--- src/rtl/pipelined_logic_reducer.sv ---
// Per-lane logic reduction (AND/OR/XOR/NAND) carried through an elastic
// valid/ready pipeline with full backpressure and a delivered-result counter.
module pipelined_logic_reducer #(
   parameter int unsigned WIDTH    = 8,
   parameter int unsigned CHANNELS = 2,
   parameter int unsigned STAGES   = 2,
   parameter int unsigned CNT_W    = 16
) (
   input  logic                        clk,
   input  logic                        rst_n,
   input  logic                        in_valid,
   output logic                        in_ready,
   input  logic [CHANNELS*WIDTH-1:0]   in_data,
   input  logic [1:0]                  in_mode,
   output logic                        out_valid,
   input  logic                        out_ready,
   output logic [CHANNELS-1:0]         out_lane,
   output logic                        out_all,
   output logic [CNT_W-1:0]            out_count
);

   localparam int unsigned LAST = STAGES - 1;
   localparam int unsigned DW   = CHANNELS + 1;

   // Reduce one lane under the selected function
   function automatic logic reduce_lane(input logic [WIDTH-1:0] v, input logic [1:0] m);
      logic r;
      case (m)
         2'b00:   r = &v;
         2'b01:   r = |v;
         2'b10:   r = ^v;
         default: r = ~&v;
      endcase
      return r;
   endfunction

   logic [CHANNELS-1:0] red_lane;
   logic [DW-1:0]       red_word;
   logic [STAGES-1:0]   stg_vld;
   logic [STAGES-1:0]   stg_adv;
   logic [STAGES-1:0]   stg_take;
   logic [DW-1:0]       stg_dat [STAGES];
   logic [DW-1:0]       stg_src [STAGES];

   for (genvar c = 0; c < CHANNELS; c++) begin : g_lane
      assign red_lane[c] = reduce_lane(in_data[c*WIDTH +: WIDTH], in_mode);
   end

   // The AND-of-lanes bit rides with the beat so the last stage presents it registered
   assign red_word = {&red_lane, red_lane};

   // A stage advances when it holds a beat and some stage above it is empty or the sink takes
   always_comb begin
      logic room;
      room    = out_ready;
      stg_adv = '0;
      for (int k = int'(LAST); k >= 0; k--) begin
         stg_adv[k] = stg_vld[k] & room;
         room       = room | ~stg_vld[k];
      end
   end

   assign in_ready = ~stg_vld[0] | stg_adv[0];

   // Source of each stage: the reducer for stage 0, the stage below otherwise
   always_comb begin
      stg_take    = '0;
      stg_take[0] = in_valid & in_ready;
      stg_src[0]  = red_word;
      for (int k = 1; k < int'(STAGES); k++) begin
         stg_take[k] = stg_adv[k-1];
         stg_src[k]  = stg_dat[k-1];
      end
   end

   // Stage registers: load when empty or advancing, hold otherwise
   always_ff @(posedge clk or negedge rst_n) begin
      if (!rst_n) begin
         stg_vld <= '0;
         for (int k = 0; k < int'(STAGES); k++) stg_dat[k] <= '0;
      end else begin
         for (int k = 0; k < int'(STAGES); k++) begin
            if (!stg_vld[k] || stg_adv[k]) begin
               stg_vld[k] <= stg_take[k];
               if (stg_take[k]) stg_dat[k] <= stg_src[k];
            end
         end
      end
   end

   // Count completed output handshakes, wrapping silently
   always_ff @(posedge clk or negedge rst_n) begin
      if (!rst_n) out_count <= '0;
      else if (stg_vld[LAST] && out_ready) out_count <= out_count + CNT_W'(1);
   end

   assign out_valid = stg_vld[LAST];
   assign out_lane  = stg_dat[LAST][CHANNELS-1:0];
   assign out_all   = stg_dat[LAST][CHANNELS];

endmodule

--- config.mk ---
export PLATFORM = sky130hd
export DESIGN_NAME = pipelined_logic_reducer
export DESIGN_NICKNAME = d
export VERILOG_FILES = /design/src/rtl/pipelined_logic_reducer.sv
export SDC_FILE = /design/constraint.sdc
export NUM_CORES = 1
export LEC_CHECK = 0
export CORE_MARGIN = 8
export CORE_UTILIZATION = 45
export DETAILED_ROUTE_END_ITERATION = 10
export GPL_TIMING_DRIVEN = 0
export PLACE_DENSITY = 0.77
export SLEW_MARGIN = 20
export SYNTH_ARGS = -nofsm -noshare
export SYNTH_HDL_FRONTEND = slang
export SYNTH_SLANG_ARGS = --single-unit
--- constraint.sdc ---
create_clock -name clk -period 2.81 [get_ports clk]
set_input_delay 0.7025 -clock clk [delete_from_list [all_inputs] [get_ports clk]]
set_output_delay 0.7025 -clock clk [all_outputs]
set_load 0.005 [all_outputs]
* Word-level counts from Yosys, hierarchy flattened
Index checks and enable logic that the tools add are counted.
Operators by class: $add $sub $neg 1, equal/unequal tests 2, mux-type cells 2, bitwise operators 7, reduce and logical (&&, ||, !) cells 17
Operator list (count):
- $add A16 B1 Y16 const B | 1
- $reduce_and A8 Y1 | 2
- $reduce_or A8 Y1 | 2
- $reduce_xor A8 Y1 | 2
- $pmux W1 S3 | 2
- $reduce_and A2 Y1 | 3
- $logic_not A1 Y1 | 4
- $and A1 B1 Y1 | 3
- $eq A2 B1 Y1 const B | 1
- $eq A2 B2 Y1 const B | 1
- $logic_not A2 Y1 | 1
- $logic_or A1 B1 Y1 | 2
- $not A1 Y1 | 2
- $or A1 B1 Y1 | 2
- $logic_and A1 B1 Y1 | 1
Storage, ports and cells: flip-flop bits (word level) 24, input bits 22, output and inout port bits 21, word-level logic and storage cells 34

* Logic depth before layout (Yosys ltp)
Gate-level depths: netlist of the first run.
depth in word-level cells 6, gate-level depth with buffers 7, gate-level depth less buffers 7

* Least setup slack after synthesis of the first run
Ideal clock, no wire load.
path kind input to register, start point in in_data[14], end point reg stg_dat[5] in the netlist's numbering, setup time 0.132 ns, arrival 1.787 ns, data required time 2.678 ns, slack 0.891 ns, cell stages on the path 7, buffers on the path 0, cells stage by stage inv_1 -> ha_1 -> xnor2_1 -> xnor2_1 -> nor2_1 -> nor4_1 -> o31ai_1
Between the ends: longest elaborated chain between the ends 4, elaborated cells between the ends (all ways) 6, those cells by class 1 x mux; 5 x reduce/logical
Ends and longest elaborated chain:
- from (decl) | RTL line 13 | input logic [CHANNELS*WIDTH-1:0] in_data,
- $reduce_and A8 Y1 | RTL line 29, 32
- $logic_not A1 Y1 | RTL line 32 | default: r = ~&v;
- $pmux W1 S3 * | RTL line 28 | case (m)
- $reduce_and A2 Y1 * | RTL line 50 | assign red_word = {&red_lane, red_lane};
- to (signal, indexed assignment) | RTL line 85 | if (stg_take[k]) stg_dat[k] <= stg_src[k];
- to (decl) | RTL line 42 | logic [DW-1:0] stg_dat [STAGES];
Mark *: on every way between the ends. The rest lies on a longest branch, timed or not. A chain may end at the register's enable or synchronous reset.

* Worst setup path after layout of the first run
start point in out_ready, end point out in_ready
Between the ends: longest elaborated chain between the ends 3
Ends and longest elaborated chain:
- from (decl) | RTL line 16 | input logic out_ready,
- $or A1 B1 Y1 | RTL line 59 | room = room | ~stg_vld[k];
- $and A1 B1 Y1 | RTL line 58 | stg_adv[k] = stg_vld[k] & room;
- $or A1 B1 Y1 | RTL line 63 | assign in_ready = ~stg_vld[0] | stg_adv[0];
- to (decl) | RTL line 12 | output logic in_ready,
No other way between the ends.

==> reports/metrics.cfg, run 1 <==
[outcome]
status=finished clean

[flow_run]
cap_violations=0

[worst_setup_path]
cp_cell_sequence=clkdlybuf4s50_1, nand3b_1, clkdlybuf4s50_1
cpMaxStageDelayCell=clkdlybuf4s50_1
arrival_ns=1.90
r2r-end=out_count[11]
cp-end-kind=primary output
worst-r2r-setup-slack_ns=1.28
worst_setup_path_start_kind=input port
rr_worst_depth=5
worstPathMaxFanout=3
timing.rr.start=out_count[3]
max_stage_delay_ns=0.53
critPathKind=in -> out
cp_data_required_time_ns=2.11
cp_common_cell=clkdlybuf4s50_1

[route]
routed_wl_mm=2.87
dr.first_iter.drc_count=36
vias_per_cell=4.77
route.antenna.remaining_nets=0
drc=0
first_pass_iters=4
wl_per_cell_um=12.7
num_vias=1074

[sta]
finalHoldViolCount=0
fin_ws_ns=0.210
slew_headroom=0.654
grt_setup_unrepaired=no
clock.fmax_ghz=0.385
finalMaxSlewViolations=0
clock_skew_ns=0.00656
finalSetupViolCount=0
period_share=0.925
tns_ns=0
hold_ws_ns=0.346
period_needed_ns=2.60
worst_slew_pin_slew_ns=0.519

[finish]
area_delta_synth_final_pct=35.7
post-route-cell-area_um2=1930
final_layout_size_suffix_gt1_frac=0.0994
final_nets=221
num_antenna_cells=0

[placement]
place_area_um2=1900
place_hpwl_mm=2.45
numPortBuffers=42
place_congestion=0.790
dp_slack_ns=0.191

[cts]
cts_setup_buffers=0
root_buffer=clkbuf_4
post_cts_resized=0
cts.path.max_buffers=2
cts_tree=done
hold_buffers=0
cts_sinks=24
clock_latency_ns=0.30
numCtsBuffers=3
h-tree-depth=1
clk_transition_reported_paths_ns=0.13

[logic_synthesis]
synthTopCellsByArea=dfrtp_1 42%, ha_1 15%, xnor2_1 9.9%
synth-main-ff-cell=dfrtp_1
yosysSeqAreaShare=0.423
synth_cells=135
synth_most_common_cell=dfrtp_1
synth_edf_count=0
syn_avg_cell_area_um2=10.5
synth_top_area_frac=0.423
synth_common_cells=24 x dfrtp_1, 17 x ha_1, 17 x inv_1
async_reset_ff_frac=1.00
synth_top_area_cell=dfrtp_1
synth-seq-cells=24
yosysWarningCount=0
syn_area_um2=1420
synth_cell_types=27
syn_nets=174

[global_routing]
use_met3=0.0207
antenna_found_initial=0
use_met1=0.129
track_usage=0.118
overflow=0
first_global_vias=1184
grt_first_pass_wirelength_mm=5.09
globalRouteMet2Util=0.219
grt-busiest-layer=met2
grt_max_degree=25

[power_and_ir_drop]
ir_worst_vdd_v=0.000254
p_seq_frac=0.484
cellLeakagePower_uw=0.000909
swShare=0.290
p_sw_uw=291
powerDensity_nw_per_um2=519
power.total_uw=1000
power_frac_comb=0.339
p_clk_frac=0.177
intPower_uw=711

[die]
die_x_um=72.2
core_um2=3030
chipHeight_um=72.2
ioPinCount=43
die_area_um2=5210
initial_core_util=0.469
rows=20

[hold_path]
min_path_type=in -> async

-- state kept, by name (all words and copies together) (netlist names) --
name / count
stg_dat: 3
out_count: 16
stg_vld: 2
out_lane: 2
out_all: 1
-- layout by cell type, fill, tap and decap left out, drive strengths merged, types with 3 or more instances in the layout --
cell type,instances
nand3,5
inv,17
nor3,3
nand4,4
clkbuf,4
and3,5
nand2,11
buf,4
nand2b,5
xnor2,16
dfrtp,24
nor2,6
clkdlybuf4s50,41
ha,17
mux2,4
xor2,5
-- worst max-delay path by stage --
stage | from | slack, ns | end | depth (start not counted)
after floorplan | in_data[14] | 0.89 | stg_dat[5] | 7
after global placement | out_ready | 0.19 | in_ready | 3
after detailed placement | in_data[14] | 0.19 | stg_dat[4] | 8
after CTS | out_ready | 0.21 | in_ready | 3
after global routing | out_ready | 0.15 | in_ready | 3
final | out_ready | 0.21 | in_ready | 3
-- routing by layer --
| layer | share of wire | routed length [µm] |
|---|---|---|
| met1 | 0.45 | 1290 |
| met3 | 0.047 | 134 |
| met4 | 0.014 | 40 |
| met5 | 0 | 0 |
| met2 | 0.49 | 1400 |
-- power by group through the flow --
stage	sequential [µW]	clock, µW	combinational (µW)
final	484	177	340
after global routing	497	194	373
after CTS	486	182	347
after detailed placement	493	0	346
after global placement	489	0	335
after floorplan	486	0	154
-- layout make-up --
class	count	area (µm²)
Buffer	3	20.0
Clock buffer	4	36.3
Fill cell	234	1100
Inverter	17	63.8
Multi-Input combinational cell	91	737
Sequential cell	24	601
Tap cell	44	55.1
Timing Repair Buffer	42	415
-- cell families after synthesis --
family          count (synthesis)  synth area share
fa+ha+maj                      17             0.150
mux                             4            0.0317
xor+xnor                       21             0.135
simple gates                   44             0.178
compound gates                  5            0.0247
buf+inv                        20            0.0590
flops                          24             0.423
-- critical path: cells and delay by family --
kind / cells / cell delay, ns
buffers and inverters: 2 / 1.02
AND/OR/NAND/NOR: 1 / 0.17
-- stage by stage --
| step | utilization | cells |
|---|---|---|
| 6_report | 0.637 | 225 |
| 5_1_grt | 0.637 | 225 |
| 4_1_cts | 0.638 | 225 |
| 3_5_place_dp | 0.626 | 221 |
| 3_3_place_gp | 0.626 | 221 |
| 2_1_floorplan | - | 135 |
Note: power is estimated with default switching activity, not from simulation.
==> run 2: changes to the inputs <==
--- a/config.mk
+++ b/config.mk
@@ -5,11 +5,13 @@
 export SDC_FILE = /design/constraint.sdc
 export NUM_CORES = 1
 export LEC_CHECK = 0
+export ABC_AREA = 1
 export CORE_MARGIN = 8
 export CORE_UTILIZATION = 45
 export DETAILED_ROUTE_END_ITERATION = 10
 export GPL_TIMING_DRIVEN = 0
-export PLACE_DENSITY = 0.77
+export HOLD_SLACK_MARGIN = 0.15
+export PLACE_DENSITY = 0.75
 export SLEW_MARGIN = 20
 export SYNTH_ARGS = -nofsm -noshare
 export SYNTH_HDL_FRONTEND = slang
==> run 2 against run 1 <==
Synthesized cell count increased by 58%. Combinational power increased by 7.1%. Clock skew shrank 0.0039 ns. Final area rose by 14%. Die area is 13% higher. Largest power group unchanged. Wire length is 7.6% higher. Highest routed layer unchanged. Hold slack improved by 0.057 ns. Flip-flop and latch count stayed put. Clock power grew 28%. Register-to-register slack gained 0.09 ns. Critical endpoint unchanged. Largest cell class unchanged. Non-clock buffer count is 1 lower. Sequential power shrank 2%.
==> reports/metrics.cfg, run 2 <==
[sta]
tns_ns=0
worst_slew_pin_slew_ns=0.512
clock.fmax_ghz=0.377
finalSetupViolCount=0
clock_skew_ns=0.00263
period_needed_ns=2.65
period_share=0.945
hold_ws_ns=0.403
slew_headroom=0.659
finalMaxSlewViolations=0
grt_setup_unrepaired=no
finalHoldViolCount=0

[route]
first_pass_iters=4
route.antenna.remaining_nets=0
wl_per_cell_um=10.0
dr.first_iter.drc_count=48
routed_wl_mm=3.09
num_vias=1371
vias_per_cell=4.47
drc=0

[placement]
numPortBuffers=42
place_hpwl_mm=2.66
place_congestion=0.734
place_area_um2=2150

[logic_synthesis]
synthMuxAreaShare=0.0203
synth_top_area_frac=0.360
synth-simple-area-share=0.303
syn_area_um2=1670
synth_edf_count=0
yosysWarningCount=0
synth_cell_types=27
syn_avg_cell_area_um2=7.82
async_reset_ff_frac=1.00
synth-xor-area-share=0.0578
synth-seq-cells=24
synth_top_family_by_area=simple AND/OR/NAND/NOR gates
synth_most_common_cell=nand2_1
yosysSeqAreaShare=0.360
syn_nets=252
synthTopCellsByArea=dfrtp_1 36%, nand2_1 14%, ha_1 13%
synth_top_area_cell=dfrtp_1
synth-compound-area-share=0.00901
synth_cells=213
synth-main-ff-cell=dfrtp_1
synthAdderAreaFrac=0.128
synth_common_cells=60 x nand2_1, 47 x inv_1, 24 x dfrtp_1

[die]
core_um2=3610
die_x_um=76.9
rows=22
chipHeight_um=76.9
ioPinCount=43
die_area_um2=5910
initial_core_util=0.462

[finish]
num_antenna_cells=0
final_layout_size_suffix_gt1_frac=0.0965
area_delta_synth_final_pct=31.8
layout_common_cells=60 x nand2_1, 47 x inv_1, 41 x clkdlybuf4s50_1
reg_top3=out_count: 16 flops, stg_dat: 3 flops
largest_register=out_count
largest_register_ffs=16
post-route-cell-area_um2=2200
mostFrequentLayoutCell=nand2_1
final_nets=299

[worst_setup_path]
worstPathMaxFanout=3
r2r-end=out_count[14]
timing.rr.start=out_count[0]
critPathKind=in -> out
cp_data_required_time_ns=2.11
rr_worst_depth=8
worst-r2r-setup-slack_ns=1.37
worst_setup_path_start_kind=input port
cp-end-kind=primary output
arrival_ns=1.95

[cts]
h-tree-depth=1
cts_setup_buffers=0
cts.path.max_buffers=2
cts_tree=done
clock_latency_ns=0.26
hold_buffers=0
post_cts_resized=0
numCtsBuffers=3
cts_sinks=24
root_buffer=clkbuf_8
clk_transition_reported_paths_ns=0.08

[power_and_ir_drop]
powerDensity_nw_per_um2=484
ir_worst_vdd_v=0.000211
cellLeakagePower_uw=0.00119

[hold_path]
min_path_type=in -> async

[global_routing]
overflow=0
track_usage=0.114
first_global_vias=1420
antenna_found_initial=0
grt_first_pass_wirelength_mm=5.93
grt_max_degree=25

[flow_run]
cap_violations=0

[outcome]
status=finished clean

==> run 2: cell types whose count changed after synthesis, moves of 5 or more <==
| cell | delta |
|---|---|
| nand2_2 | +5 |
| nand4_1 | +5 |
| inv_1 | +30 |
| xnor2_1 | -11 |
| nand2_1 | +49 |
==> run 2: area by class of cell <==
type	count	area [µm²]
plain buffers	2	15.0
fillers	333	1410
repair buffers	42	415
well taps	48	60.1
flip-flops and latches	24	601
clock buffers	4	55.1
inverters	50	188
multi-input cells	137	863
==> run 2: metrics by stage <==
stage                      util  cells  setup slack, ns  power [µW]
after floorplan               -    213             1.18         658
after global placement    0.595    303            0.118         842
after detailed placement  0.595    303            0.148         855
after CTS                 0.611    307            0.139        1080
after global routing      0.609    307           0.0853        1140
final                     0.609    307            0.156        1060
==> run 2: cell families after synthesis <==
kind of cell	count (synthesis)
AND/OR/NAND/NOR	103
AO/OA/AOI/OAI	3
multiplexers	3
XOR/XNOR	11
flip-flops	24
adder cells (fa/ha/maj)	17
buffers and inverters	52
==> run 2: where the power goes <==
group	total (µW)	leakage, µW	switching (µW)	internal, µW
registers	473	0.000292	63.6	410
clock network	226	0.0000288	101	125
logic	364	0.000868	150	214
==> run 2: worst max-delay path by stage <==
stage	startpoint	to	depth (start not counted)
after floorplan	in_data[4]	stg_dat[3]	9
after global placement	out_ready	in_ready	4
after detailed placement	out_ready	in_ready	4
after CTS	out_ready	in_ready	4
after global routing	out_ready	in_ready	4
final	out_ready	in_ready	4
==> run 2: routing by layer <==
layer | vias up | share of wire | global-route usage
li1 | 728 | - | -
met1 | 612 | 0.46 | 0.138
met2 | 29 | 0.49 | 0.201
met3 | 2 | 0.046 | 0.0245
met4 | 0 | 0.0045 | 0.0231
met5 | - | 0 | 0
==> run 2: worst max-delay path: stages <==
cell             delay [ns]
clkdlybuf4s50_1        0.52
inv_1                  0.07
nand3_1                0.13
clkdlybuf4s50_1        0.53
==> patch 1, RTL diff (flow settings as in run 2) <==
The parameter `CNT_W` goes from 16 to 32.
--- a/src/rtl/pipelined_logic_reducer.sv
+++ b/src/rtl/pipelined_logic_reducer.sv
@@ -6,3 +6,3 @@
    parameter int unsigned STAGES   = 2,
-   parameter int unsigned CNT_W    = 16
+   parameter int unsigned CNT_W    = 32
 ) (
Interface: changed (resized out_count); port bits go from 43 to 59. The function was not compared with the original's and may differ.
==> patch 1 against run 2 <==
- clock power rose by 69%
- die area rose by 49%
- synthesized cell count rose by 78%
- wire length rose by 92%
- sequential share of layout area rose by 1.1 points
- setup slack got worse by 0.021 ns
- worst hold slack got worse by 0.034 ns
- via count rose by 80%
- final area rose by 60%
- sequential cell count rose by 16
- non-clock buffer count rose by 17
- total power rose by 42%
- area after synthesis rose by 64%
- largest cell class unchanged
- largest power group unchanged
- highest routed layer unchanged
==> patch 1: results <==
export IMPL_timing_hold_ws_ns=0.369
export IMPL_status="finished clean"
export IMPL_drive_gt1_share_pct=7.17
export IMPL_cts_buffers_inserted=5
export IMPL_synth_avg_cell_area_sq_um=7.20
export IMPL_grt_met1_usage_pct=16.6
export IMPL_synthDistinctLibCells=22
export IMPL_synthTopCellsByCount="nand2_1 (158), inv_1 (47), nor2_1 (41), dfrtp_1 (40), ha_1 (17)"
export IMPL_grt_pass1_vias=2404
export IMPL_r2r_slack_ns=1.16
export IMPL_skew_ns=0.00388
export IMPL_hpwl_mm=4.97
export IMPL_clk_latency_ns=0.28
export IMPL_regToRegStartpoint="out_count[1]$_DFFE_PN0P_"
export IMPL_wire_per_inst_microns=11.4
export IMPL_tightest_slew_ns=0.484
export IMPL_grt_use_met3_pct=2.96
export IMPL_p_seq_mw=0.713
export IMPL_placed_area_sq_um=3420
export IMPL_wl_met3_microns=342
export IMPL_cts_max_level=2
export IMPL_ys_top_cells_by_area="dfrtp_1 (37%), nand2_1 (22%), ha_1 (7.8%)"
export IMPL_grtUsageMet2_pct=25.6
export IMPL_cp_max_fo=3
export IMPL_drt_iter0_markers=166
export IMPL_critPathArrivalTime_ns=1.97
export IMPL_ys_warn_count=0
export IMPL_gp_congestion=0.917
export IMPL_wl_mm=5.94
export IMPL_grt_pass1_wl_mm=10.5
export IMPL_grt_usage_pct=14.4
export IMPL_wl_met1_mm=2.58
export IMPL_largestRegisters="out_count (32), stg_dat (3)"
export IMPL_power_clock_total_mw=0.382
export IMPL_internal_power_mw=1.06
export IMPL_portBuffers=58
export IMPL_cpPeakStageDelay_ns=0.56
export IMPL_p_comb_mw=0.411
export IMPL_dpl_worst_slack_ns=0.126
export IMPL_ys_seq_area_share_pct=36.7
export IMPL_cts_resized=0
export IMPL_dp_cells=513
export IMPL_num_fill_cells=542
export IMPL_wl_met2_mm=2.95
export IMPL_r2r_end="out_count[22]$_DFFE_PN0P_"
patch 1: cell types whose count changed after synthesis, moves of 3 or more:
cell and delta:
nand2_4 +3, nor2_2 +5, nand3b_1 +10, nand2_2 -3, nand2_1 +98, nor2_1 +32, o21ai_0 +3, xor2_1 +3
xnor2_1 +4, dfrtp_1 +16
patch 1: cell families after synthesis:
group / share of synthesized area (%)
muxes: 0.826
and+or+nand+nor: 40.6
AOI/OAI and AO/OA: 0.917
DFF: 36.7
buffers and inverters: 7.34
adders and majority gates: 7.80
xor gates and xnor gates: 5.78
patch 1: area by class of cell:
class | count | area, sq um | share of cell area (%)
Inverter | 48 | 185 | 5.27
Multi-Input combinational cell | 289 | 1530 | 43.4
Timing Repair Buffer | 59 | 603 | 17.2
Clock buffer | 8 | 90.1 | 2.56
Sequential cell | 40 | 1000 | 28.5
Tap cell | 75 | 93.8 | 2.67
Buffer | 2 | 15.0 | 0.427
==> patch 2, RTL diff (flow settings as in run 2) <==
Without the edit above. Reset style: synchronous (`rst_n`), changed in 2 clocked blocks.
--- a/src/rtl/pipelined_logic_reducer.sv
+++ b/src/rtl/pipelined_logic_reducer.sv
@@ -76,3 +76,3 @@
    // Stage registers: load when empty or advancing, hold otherwise
-   always_ff @(posedge clk or negedge rst_n) begin
+   always_ff @(posedge clk) begin
       if (!rst_n) begin
@@ -91,3 +91,3 @@
    // Count completed output handshakes, wrapping silently
-   always_ff @(posedge clk or negedge rst_n) begin
+   always_ff @(posedge clk) begin
       if (!rst_n) out_count <= '0;
Check against the original RTL: differs if rst_n is asserted again (counterexample within 4 cycles, from zero or initial values and one cycle with rst_n low); with rst_n held inactive, the same outputs for 10 cycles.
==> patch 2 against run 2 <==
- worst hold slack better by 0.099 ns
- wire length rose by 6.0%
- final area shrank 3.7%
- global-route usage increased by 1.3 points
- area after synthesis is 4.9% lower
- first-iteration DRC count is 35% higher
- die area decreased by 3.9%
- setup slack improved by 0.0057 ns
- sequential cell count did not move
- register-to-register slack gained 0.07 ns
- critical path type unchanged
Power is not compared: it rests on default switching activity, and its combinational part moved more than twofold at a synthesized area within 25%.
==> patch 2: results <==
export IMPL_synth_avg_cell_area_sq_um=7.34
export IMPL_buf_share_pct=21.2
export IMPL_grt_max_degree=15
export IMPL_skew_ns=0.00559
export IMPL_multi_input_area_share_pct=40.2
export IMPL_regToRegStartpoint="out_count[0]$_SDFFE_PN0P_"
export IMPL_r2r_slack_ns=1.44
export IMPL_tightest_slew_ns=0.264
export IMPL_synth_compound_area_share_pct=6.16
export IMPL_cp_max_fo=4
export IMPL_stdcell_count=308
export IMPL_timing_hold_ws_ns=0.502
export IMPL_min_path_type="reg -> reg"
export IMPL_buffers=45
export IMPL_seq_share_pct=25.5
export IMPL_largestRegisters="out_count (16), stg_dat (6), stg_vld (2)"
export IMPL_synth_edf_count=6
export IMPL_reg2reg_depth=7
export IMPL_synth_xor_area_share_pct=4.42
export IMPL_synthDistinctLibCells=23
export IMPL_vias=1405
export IMPL_nonClockInverterCount=44
export IMPL_root_buffer="clkbuf_4"
export IMPL_clockBufferDepth=2
export IMPL_dp_cells=304
export IMPL_drive_gt1_share_pct=7.63
export IMPL_ys_async_sr_fraction_pct=0
export IMPL_clkCellAreaFrac_pct=2.48
export IMPL_syn_num_nets=255
export IMPL_gp_congestion=0.841
export IMPL_drt_iter0_markers=65
export IMPL_power_mw=0.753
export IMPL_synthMuxAreaShare_pct=0
export IMPL_clkSlewWorstSetupHoldPaths_ns=0.13
export IMPL_cts_resized=0
export IMPL_row_count=21
export IMPL_status="finished clean"
export IMPL_synth_fa_ha_area_share_pct=13.4
export IMPL_r2r_end="out_count[10]$_SDFFE_PN0P_"
export IMPL_synthTopCellsByCount="nand2_1 (45), inv_1 (43), nor2_1 (25), dfxtp_1 (18), ha_1 (17)"
export IMPL_ys_top_cells_by_area="dfxtp_1 (23%), ha_1 (13%), edfxtp_1 (11%)"
export IMPL_grt_pass1_vias=1373
export IMPL_wl_mm=3.27
export IMPL_multi_input_cells=145
export IMPL_dpl_worst_slack_ns=0.173
export IMPL_num_fill_cells=327
-- patch 2: metal layers --
metal	GRT usage [%]	share of wire (%)
met3	2.63	6.4
met5	0	0
met4	2.56	0.98
met1	16.3	46
met2	21.3	47
-- patch 2: cell families (layout without fill, tap and decap cells) --
kind of cell | Yosys count | in the layout
AOI/OAI and AO/OA | 19 | 19
xor gates and xnor gates | 8 | 8
adders and majority gates | 17 | 17
buffers and inverters | 47 | 93
DFF | 24 | 24
and+or+nand+nor | 101 | 101
-- patch 2: worst max-delay path: cells and delay by family --
family / cells / cell delay [ns]
buffers and inverters: 3 / 1.13
and+or+nand+nor: 1 / 0.11
-- patch 2: worst max-delay path by stage --
stage	startpoint	end	slack (ns)
2_1_floorplan	in_data[10]	stg_dat[0][2]$_SDFFCE_PN0P_	1.09
3_3_place_gp	out_ready	in_ready	0.17
3_5_place_dp	out_ready	in_ready	0.17
4_1_cts	out_ready	in_ready	0.16
5_1_grt	out_ready	in_ready	0.06
6_report	out_ready	in_ready	0.16
